## src/rtl/async_pipe_sink.sv

```systemverilog
// Clocked sink for the self-timed req/ack pipeline: synchronizes the 4-phase request,
// captures bundled data into a small FIFO and presents it on a valid/ready port.
module async_pipe_sink #(
  parameter int unsigned DATA_W = 3,
  parameter int unsigned DEPTH  = 4,
  parameter int unsigned CNT_W  = 8
) (
  input  logic              clk,
  input  logic              rst,
  input  logic              req_in,
  input  logic [DATA_W-1:0] data_in,
  output logic              ack_out,
  output logic [DATA_W-1:0] dout,
  output logic              dout_valid,
  input  logic              dout_ready,
  output logic [CNT_W-1:0]  rx_count
);

  localparam int unsigned PtrW = $clog2(DEPTH);

  localparam logic [PtrW-1:0]  PtrOne    = {{(PtrW-1){1'b0}}, 1'b1};
  localparam logic [PtrW:0]    CntOne    = {{PtrW{1'b0}}, 1'b1};
  localparam logic [PtrW:0]    FullCount = CntOne << PtrW;
  localparam logic [CNT_W-1:0] RxOne     = {{(CNT_W-1){1'b0}}, 1'b1};

  typedef enum logic [1:0] {
    StRecover,
    StIdle,
    StAck
  } state_e;

  state_e state_q, state_d;

  logic req_m_q, req_s_q;
  logic [1:0] sync_ok_q;
  logic ack_q, ack_d;

  logic [DATA_W-1:0] mem_q [DEPTH];
  logic [PtrW-1:0]   wr_ptr_q, wr_ptr_d;
  logic [PtrW-1:0]   rd_ptr_q, rd_ptr_d;
  logic [PtrW:0]     count_q, count_d;
  logic [CNT_W-1:0]  rx_count_q, rx_count_d;

  logic push, pop, full;

  // Two-flop request synchronizer. sync_ok_q marks when req_s_q reflects the live
  // request rather than its reset value, so a request held across reset is not re-captured.
  always_ff @(posedge clk or posedge rst) begin
    if (rst) begin
      req_m_q   <= 1'b0;
      req_s_q   <= 1'b0;
      sync_ok_q <= 2'b00;
    end else begin
      req_m_q   <= req_in;
      req_s_q   <= req_m_q;
      sync_ok_q <= {sync_ok_q[0], 1'b1};
    end
  end

  assign full = (count_q == FullCount);
  assign pop  = dout_valid && dout_ready;

  always_comb begin
    state_d = state_q;
    ack_d   = ack_q;
    push    = 1'b0;
    unique case (state_q)
      StRecover: begin
        ack_d = 1'b0;
        if (sync_ok_q[1] && !req_s_q) begin
          state_d = StIdle;
        end
      end
      StIdle: begin
        ack_d = 1'b0;
        // Full is judged on the pre-edge count; a same-cycle pop frees space next cycle.
        if (req_s_q && !full) begin
          push    = 1'b1;
          ack_d   = 1'b1;
          state_d = StAck;
        end
      end
      StAck: begin
        ack_d = 1'b1;
        if (!req_s_q) begin
          ack_d   = 1'b0;
          state_d = StIdle;
        end
      end
      default: begin
        ack_d   = 1'b0;
        state_d = StRecover;
      end
    endcase
  end

  always_comb begin
    wr_ptr_d   = push ? (wr_ptr_q + PtrOne) : wr_ptr_q;
    rd_ptr_d   = pop  ? (rd_ptr_q + PtrOne) : rd_ptr_q;
    rx_count_d = push ? (rx_count_q + RxOne) : rx_count_q;
    count_d    = count_q;
    case ({push, pop})
      2'b10:   count_d = count_q + CntOne;
      2'b01:   count_d = count_q - CntOne;
      default: count_d = count_q;
    endcase
  end

  always_ff @(posedge clk or posedge rst) begin
    if (rst) begin
      state_q    <= StRecover;
      ack_q      <= 1'b0;
      wr_ptr_q   <= '0;
      rd_ptr_q   <= '0;
      count_q    <= '0;
      rx_count_q <= '0;
    end else begin
      state_q    <= state_d;
      ack_q      <= ack_d;
      wr_ptr_q   <= wr_ptr_d;
      rd_ptr_q   <= rd_ptr_d;
      count_q    <= count_d;
      rx_count_q <= rx_count_d;
    end
  end

  // Storage is deliberately not reset; dout is only meaningful while dout_valid is high.
  always_ff @(posedge clk) begin
    if (push) begin
      mem_q[wr_ptr_q] <= data_in;
    end
  end

  assign ack_out    = ack_q;
  assign dout       = mem_q[rd_ptr_q];
  assign dout_valid = (count_q != '0);
  assign rx_count   = rx_count_q;

endmodule
```

## config.mk

```make
export PLATFORM = sky130hd
export DESIGN_NAME = async_pipe_sink
export DESIGN_NICKNAME = d
export VERILOG_FILES = /design/src/rtl/async_pipe_sink.sv
export SDC_FILE = /design/constraint.sdc
export NUM_CORES = 1
export LEC_CHECK = 0
export CORE_MARGIN = 2
export CORE_UTILIZATION = 45
export DETAILED_ROUTE_END_ITERATION = 10
export HOLD_SLACK_MARGIN = 0.15
export PLACE_DENSITY = 0.67
export SYNTH_ARGS = -nofsm -noshare
export SYNTH_HDL_FRONTEND = slang
export SYNTH_SLANG_ARGS = --single-unit
```

## constraint.sdc

```tcl
create_clock -name clk -period 4.6 [get_ports clk]
set_input_delay 0.69 -clock clk [delete_from_list [all_inputs] [get_ports clk]]
set_output_delay 0.69 -clock clk [all_outputs]
set_load 0.02 [all_outputs]
```

Word-level counts from Yosys, hierarchy flattened:

Memory sizes are Yosys's and may differ from the RTL's.
Cells that the tools add are included.

* add/sub/neg operators: 5
* reductions and logical operators: 9
* equality and inequality tests: 8
* mux-type cells: 11

Operator list (count)
* $add 8x1->8 const B: 1
* $mux 2: 3
* $ne 2x2->1 const B: 3
* $pmux 2 s3: 1
* $pmux 3 s2: 1
* $mux 1: 5
* $add 2x1->2 const B: 2
* $eq 2x1->1 const B: 2
* $eq 2x2->1 const B: 2
* $add 3x1->3 const B: 1
* $eq 3x3->1 const B: 1
* $logic_and 1x1->1: 3
* $reduce_and 3->1: 1
* $reduce_bool 3->1: 1
* $sub 3x1->3 const B: 1
* $logic_not 1->1: 2
* $logic_not 2->1: 1
* $pmux 1 s2: 1
* $reduce_bool 2->1: 1

* memories: 1
* word-level logic and storage cells: 43
* register bits: 22
* bits in writable memories: 12
* output and inout bits: 13

Memories
* mem_q: depth 4, bits a word 3, read ports 1, clocked after Yosys merged registers in 0, write ports 1, RTL line 38 `logic [DATA_W-1:0] mem_q [DEPTH];`

Depth between registers and ports, before layout:

Gate-level depths: netlist (run 1).

* depth in word-level cells: 7
* mapped depth: 12
* gate-level depth less buffers: 10

Worst setup path after synthesis (run 1):

No wires, ideal clock.

* path kind: reg2reg
* start: register count_q[0]
* end: register count_q[2]
* path slack: 2321 ps
* period minus slack after synthesis: 2279 ps
* cell stages (with the launch flop): 12
* arrival time: 2200 ps
* path buffers: 2
* required time: 4521 ps
* cells stage by stage: dfrtp_1 or3b_1 and3_1 buf_6 buf_8 inv_2 ha_1 inv_1 fa_1 xor2_1 nor2_1 xor2_1

* word-level cells in the longest chain between the ends: 7

RTL lines
* from (decl): RTL line 41 `logic [PtrW:0] count_q, count_d;`
* from (signal assigned): RTL line 122 `count_q <= count_d;`
* $eq 3x3->1: RTL line 60 `assign full = (count_q == FullCount);`
* $logic_not 1->1: RTL line 77 `if (req_s_q && !full) begin`
* $logic_and 1x1->1: RTL line 77
* $mux 1: RTL line 77
* $mux 1: RTL line 67 `unique case (state_q)`
* $eq 2x1->1 or $eq 2x2->1 (tied branches): RTL line 102 `case ({push, pop})`
* $pmux 3 s2 or $reduce_bool 2->1 (tied branches)

Parallel ways exist; a longest one is shown, timed or not.
A chain may end at the register's enable or synchronous reset.

Worst setup path after layout (run 1):

* start: register rd_ptr_q[0]
* end: output dout[0]

* word-level cells in the longest chain between the ends: 1

RTL lines
* from (decl): RTL line 40 `logic [PtrW-1:0] rd_ptr_q, rd_ptr_d;`
* from (signal assigned): RTL line 121 `rd_ptr_q <= rd_ptr_d;`
* $mem_v2 4x3
* to (decl): RTL line 13 `output logic [DATA_W-1:0] dout,`

No other way between the ends.

==> impl_metrics.env, run 1 <==
export IMPL_crit_family="buffers and inverters"
export IMPL_dp_cells=169
export IMPL_synth_area_leader_cell="dfrtp_1"
export IMPL_grt_first_pass_wirelength_mm=4.15
export IMPL_fmax_mhz=382
export IMPL_drtAntennaViolNets=0
export IMPL_ir_worst_vdd_mv=0.244
export IMPL_diodes=0
export IMPL_worst_pin_slew_ps=831
export IMPL_multi_input_area_sq_um=552
export IMPL_status="finished clean"
export IMPL_area_growth_pct=17.5
export IMPL_core_area_sq_um=3280
export IMPL_cts_setup_buffers=0
export IMPL_drv_cap=0
export IMPL_wl_per_cell_um=12.8
export IMPL_slowest_stage="clkdlybuf4s50_1"
export IMPL_crit_path_end_kind="output pin"
export IMPL_worstPathRequired_ps=3910
export IMPL_num_rows=21
export IMPL_drcViolationCount=0
export IMPL_syn_cell_area_sq_um=1530
export IMPL_worst_slack_ps=1990
export IMPL_die_y_um=62.2
export IMPL_io_pins=20
export IMPL_critPathMaxStageDelay_ps=550
export IMPL_regToRegStartpoint="count_q[0]"
export IMPL_grt_pass1_vias=931
export IMPL_hp_class="register to register"
export IMPL_finalHoldViolCount=0
export IMPL_dp_final_hpwl_mm=1.58
export IMPL_drive_gt1_frac=0.137
export IMPL_critical_path_class="register to output pin"
export IMPL_worstSkewPairLatency_ps=330
export IMPL_power_density_nw_per_um2=576
export IMPL_slew_headroom=0.446
export IMPL_clockBufferDepth=2
export IMPL_start_kind="register"
export IMPL_ys_top_cells_by_area="dfrtp_1, edfxtp_1, ha_1"
export IMPL_critPathBufInv=1
export IMPL_slew_violations=0
export IMPL_p_leak_nw=0.758
export IMPL_period_share=0.568
export IMPL_period_needed_ps=2610
export IMPL_clock_skew_ps=1.59
export IMPL_initial_utilization=0.465
export IMPL_vias=842
export IMPL_finalNetCount=149
export IMPL_p_total_mw=1.03
export IMPL_ys_ff_latch=34
export IMPL_final_cells=177
export IMPL_path_clk_slew_ps=90
export IMPL_first_iter_violations=27
export IMPL_ctsRootBufferMaster="clkbuf_4"
export IMPL_setup_tns_ps=0
export IMPL_setup_viol=0
export IMPL_cts_tree="yes"
export IMPL_die_area_sq_um=3870
export IMPL_rsz0062_at_grt="no"
export IMPL_io_buffers=19
export IMPL_crit_start="rd_ptr_q[0]"
export IMPL_yosysTopAreaCellShare=0.361
export IMPL_synth_nets=126
export IMPL_cts_max_level=2
export IMPL_cts_made_buffers=5
export IMPL_overflow=0
export IMPL_crit_chain="mux4_2 -> clkdlybuf4s50_1"
export IMPL_min_from="sync_ok_q[0]"
export IMPL_grt_start_max_net_pins=23
export IMPL_cp_data_arrival_time_ps=1920
export IMPL_synth_seq_area_share=0.597
export IMPL_drtPass1Iterations=4
export IMPL_cts_sinks=34
export IMPL_grt_usage=0.141
export IMPL_syn_inst=107
export IMPL_routed_via_density=4.76
export IMPL_place_ws_ps=2150
export IMPL_grt_antenna_before_repair=0
export IMPL_ctsHoldBuffers=0
export IMPL_ys_warn_count=0
export IMPL_register_area_sq_um=911
export IMPL_ys_types=29
export IMPL_postSynthAreaPerCell_sq_um=14.3
export IMPL_worstPathMaxFanout=5
export IMPL_die_w_um=62.2
export IMPL_fillers=281
export IMPL_wl_mm=2.27
export IMPL_cts_resized=0
export IMPL_gp_congestion=0.727
layer usage:
layer,vias up,part of all wire,track usage
met2,18,0.46,0.221
met4,0,0.025,0.0667
met5,-,0,0
li1,411,-,-
met3,6,0.044,0.0580
met1,407,0.47,0.170
flip-flops by register name, summed over array words and instances, names as in the netlist:
signal,count
ack_out,1
count_q,3
mem_q,12
rd_ptr_q,2
req_m_q,1
req_s_q,1
rx_count,8
state_q,2
sync_ok_q,2
wr_ptr_q,2
cell families (layout without fill, tap and decap cells):
kind of cell	count (synthesis)	in the layout	synth area share
buffers and inverters	12	36	0.0418
other	1	1	0.00246
adders and majority gates	12	12	0.103
xor gates and xnor gates	13	13	0.0746
AOI/OAI and AO/OA	4	4	0.0189
muxes	6	6	0.0656
and+or+nand+nor	25	25	0.0967
DFF	34	34	0.597
final cells by class:
class / instances / share of cell area
timing repair buffer: 19 / 0.106
multi-input combinational: 61 / 0.308
tap: 46 / 0.0321
clock inverter: 2 / 0.00488
clock buffer: 6 / 0.0230
sequential: 34 / 0.508
inverter: 9 / 0.0188
placed cells by master, fill, tap and decap left out, drive strengths merged:
cell	netlist	final
clkinv	0	2
mux2	2	2
xor2	3	3
and3	3	3
o32ai	1	1
edfxtp	12	12
clkdlybuf4s50	0	19
dfrtp	22	22
mux4	3	3
nand2	5	5
nand3	1	1
nand4	5	5
conb	1	1
nor2	4	4
fa	1	1
a22oi	1	1
inv	9	9
ha	11	11
mux2i	1	1
xnor2	10	10
or3b	1	1
and2	5	5
o21ai	1	1
or3	1	1
clkbuf	1	6
a21boi	1	1
worst reg2reg max path: stages, from the launching register on:
cell and delay [ps]:
dfrtp_1 420, or3b_1 390, and3_1 380, inv_2 160, ha_1 190, inv_1 60, fa_1 380, xor2_1 150
nor2_1 110, xor2_1 150
worst paths after layout:
kind	cells after the start	endpoint	slack, ps
hold reg to reg	0	sync_ok_q[1]	360
min in group asynchronous	2	req_s_q	820
setup / recovery	2	dout[0]	1990
max in group asynchronous	2	wr_ptr_q[0]	3270
hold / removal	0	sync_ok_q[1]	360
setup reg to reg	9	count_q[2]	2140
metrics by stage:
| stage | utilization | area [sq um] | hold WS [ps] |
|---|---|---|---|
| 4_1_cts | 0.546 | 1790 | 362 |
| 3_5_place_dp | 0.531 | 1740 | 338 |
| 3_3_place_gp | 0.531 | 1740 | 333 |
| 2_1_floorplan | - | 1530 | 331 |
| 5_1_grt | 0.546 | 1790 | 368 |
| 6_report | 0.546 | 1790 | 357 |
power by group:
group | internal [mW] | switching [mW]
logic | 0.213 | 0.202
registers | 0.389 | 0.0795
clock network | 0.0573 | 0.0928
cells in the mapped netlist (all sizes together):
| cell | n |
|---|---|
| dfrtp | 22 |
| edfxtp | 12 |
| ha | 11 |
| xnor2 | 10 |
| inv | 9 |
| and2 | 5 |
| nand2 | 5 |
| nand4 | 5 |
| nor2 | 4 |
| and3 | 3 |
| mux4 | 3 |
| xor2 | 3 |
| buf | 2 |
| mux2 | 2 |
| a21boi | 1 |
| a22oi | 1 |
| clkbuf | 1 |
| conb | 1 |
| fa | 1 |
| mux2i | 1 |
| nand3 | 1 |
| o21ai | 1 |
| o32ai | 1 |
| or3 | 1 |
| or3b | 1 |
(Power assumes the default switching activity.)
==> run 2, diff against run 1 <==
--- a/config.mk
+++ b/config.mk
@@ -9,7 +9,7 @@
 export CORE_UTILIZATION = 45
 export DETAILED_ROUTE_END_ITERATION = 10
 export HOLD_SLACK_MARGIN = 0.15
-export PLACE_DENSITY = 0.67
+export PLACE_DENSITY = 0.7
 export SYNTH_ARGS = -nofsm -noshare
 export SYNTH_HDL_FRONTEND = slang
 export SYNTH_SLANG_ARGS = --single-unit
==> constraint.sdc (replaced) <==
create_clock -name clk -period 2.3 [get_ports clk]
set_input_delay 0.345 -clock clk [delete_from_list [all_inputs] [get_ports clk]]
set_output_delay 0.345 -clock clk [all_outputs]
set_load 0.02 [all_outputs]
==> run 2 against run 1 <==
Compared with the run above: clock skew increased by 4.9 ps; sequential power is 99% higher; largest cell class unchanged; global-route usage rose by 0.62 points; critical path type unchanged; critical path depth stayed put; total power up 100%; sequential share of layout area down 0.97 points; via count is 3.6% higher.
==> impl_metrics.env, run 2 (synthesis gave the netlist of run 1 again) <==
export IMPL_status="finished clean"
export IMPL_drive_gt1_frac=0.178
export IMPL_power_density_nw_per_um2=1150
export IMPL_wl_met1_mm=1.02
export IMPL_setup_tns_ps=0
export IMPL_worstSkewPairLatency_ps=330
export IMPL_crit_chain="mux4_2 -> clkdlybuf4s50_1"
export IMPL_regToRegStartpoint="count_q[1]"
export IMPL_hp_class="primary input to asynchronous set/reset pin"
export IMPL_die_w_um=62.2
export IMPL_wl_mm=2.44
export IMPL_initial_utilization=0.465
export IMPL_area_growth_pct=20.0
export IMPL_largest_reg_flops=12
export IMPL_gp_congestion=0.772
export IMPL_cts_max_level=2
export IMPL_grt_first_pass_wirelength_mm=4.22
export IMPL_vias=872
export IMPL_slowest_stage="clkdlybuf4s50_1"
export IMPL_drv_cap=0
export IMPL_fmax_mhz=460
export IMPL_place_area_sq_um=1760
export IMPL_cts_tree="yes"
export IMPL_io_pins=20
export IMPL_first_iter_violations=21
export IMPL_worst_slack_ps=126
export IMPL_wl_per_cell_um=13.5
export IMPL_crit_start="rd_ptr_q[0]"
export IMPL_ctsRootBufferMaster="clkbuf_4"
export IMPL_cp_data_arrival_time_ps=1830
export IMPL_final_cell_mix="dfrtp_1, clkdlybuf4s50_1, edfxtp_1"
export IMPL_cts_sinks=34
export IMPL_worstPathMaxFanout=5
export IMPL_die_area_sq_um=3870
export IMPL_grt_usage=0.147
export IMPL_drtPass1Iterations=4
export IMPL_dp_final_hpwl_mm=1.85
export IMPL_wl_met2_mm=1.26
export IMPL_num_rows=21
export IMPL_overflow=0
export IMPL_diodes=0
export IMPL_clock_skew_ps=6.47
export IMPL_regMostFlops="mem_q"
export IMPL_critPathMaxStageDelay_ps=550
export IMPL_clockBufferDepth=2
export IMPL_setup_viol=0
export IMPL_place_ws_ps=96.5
export IMPL_wl_met3_um=98
export IMPL_final_area_sq_um=1830
export IMPL_start_kind="register"
export IMPL_routed_via_density=4.82
export IMPL_io_buffers=19
export IMPL_slew_violations=0
export IMPL_core_area_sq_um=3280
export IMPL_die_y_um=62.2
export IMPL_drcViolationCount=0
export IMPL_worstPathRequired_ps=1960
export IMPL_path_clk_slew_ps=90
export IMPL_ir_worst_vdd_mv=0.528
export IMPL_grt_antenna_before_repair=0
export IMPL_finalHoldViolCount=0
export IMPL_cts_made_buffers=5
export IMPL_p_leak_nw=0.772
export IMPL_mostFrequentLayoutCell="dfrtp_1"
export IMPL_drtAntennaViolNets=0
export IMPL_crit_path_end_kind="output pin"
export IMPL_period_needed_ps=2170
export IMPL_period_share=0.945
export IMPL_grt_start_max_net_pins=23
export IMPL_grt_pass1_vias=888
export IMPL_rsz0062_at_grt="no"
export IMPL_critical_path_class="register to output pin"
export IMPL_top_layer_used="met4"
export IMPL_finalNetCount=153
[run 2: cell count changes in the layout (fill, tap and decap cells not counted), sizes merged]
cell and change:
clkinv -2, buf +4, clkbuf +2
[run 2: what timing repair did]
| action | CTS | global route |
|---|---|---|
| hold buffers | 0 | 0 |
| endpoints found under the setup margin | 0 | 4 |
| setup buffers | 0 | 2 |
| gates resized for setup | 0 | 3 |
[run 2: cell type report]
cell class                      count  area (sq um)
Multi-Input combinational cell     61           559
Tap cell                           46          57.6
Fill cell                         280          1450
Timing Repair Buffer               23           220
Clock buffer                        8          48.8
Inverter                            9          33.8
Sequential cell                    34           912
[run 2: layer usage]
layer,up-vias,track usage
met3,5,0.0652
met1,432,0.169
li1,416,-
met2,19,0.234
met5,-,0
met4,0,0.0750
[run 2: through the flow]
step	cells	utilization	hold slack [ps]	power (mW)
after floorplan	107	-	331	1.52
after global placement	171	0.536	334	1.75
after detailed placement	171	0.536	337	1.79
after CTS	179	0.550	335	2.10
after global routing	181	0.558	355	2.28
final	181	0.558	343	2.11
[run 2: critical path, delay by kind of cell (launching register included)]
family,cells,cell delay [ps]
buffers and inverters,1,550
flip-flops,1,450
multiplexers,1,510
[run 2: where the power goes]
group          switching [mW]  leakage (nW)  internal [mW]
logic                   0.416         0.365          0.459
registers               0.150         0.380          0.781
clock network           0.178        0.0265          0.122
[run 2: worst paths after layout]
path                       cells past startpoint  slack [ps]           to
setup / recovery                               2         130      dout[2]
hold / removal                                 3         340   state_q[0]
min in group clk                               0         360      req_s_q
setup reg to reg                               9         130   count_q[2]
hold reg to reg                                0         360      req_s_q
max in group asynchronous                      3        1720  rd_ptr_q[0]
==> run 3, diff against run 2 <==
--- a/config.mk
+++ b/config.mk
@@ -5,8 +5,10 @@
 export SDC_FILE = /design/constraint.sdc
 export NUM_CORES = 1
 export LEC_CHECK = 0
+export CAP_MARGIN = 20
 export CORE_MARGIN = 2
 export CORE_UTILIZATION = 45
+export CTS_CLUSTER_SIZE = 10
 export DETAILED_ROUTE_END_ITERATION = 10
 export HOLD_SLACK_MARGIN = 0.15
 export PLACE_DENSITY = 0.7
==> results of run 3 <==
Same layout as run 2: the final DEF is identical, and so are final timing and power.
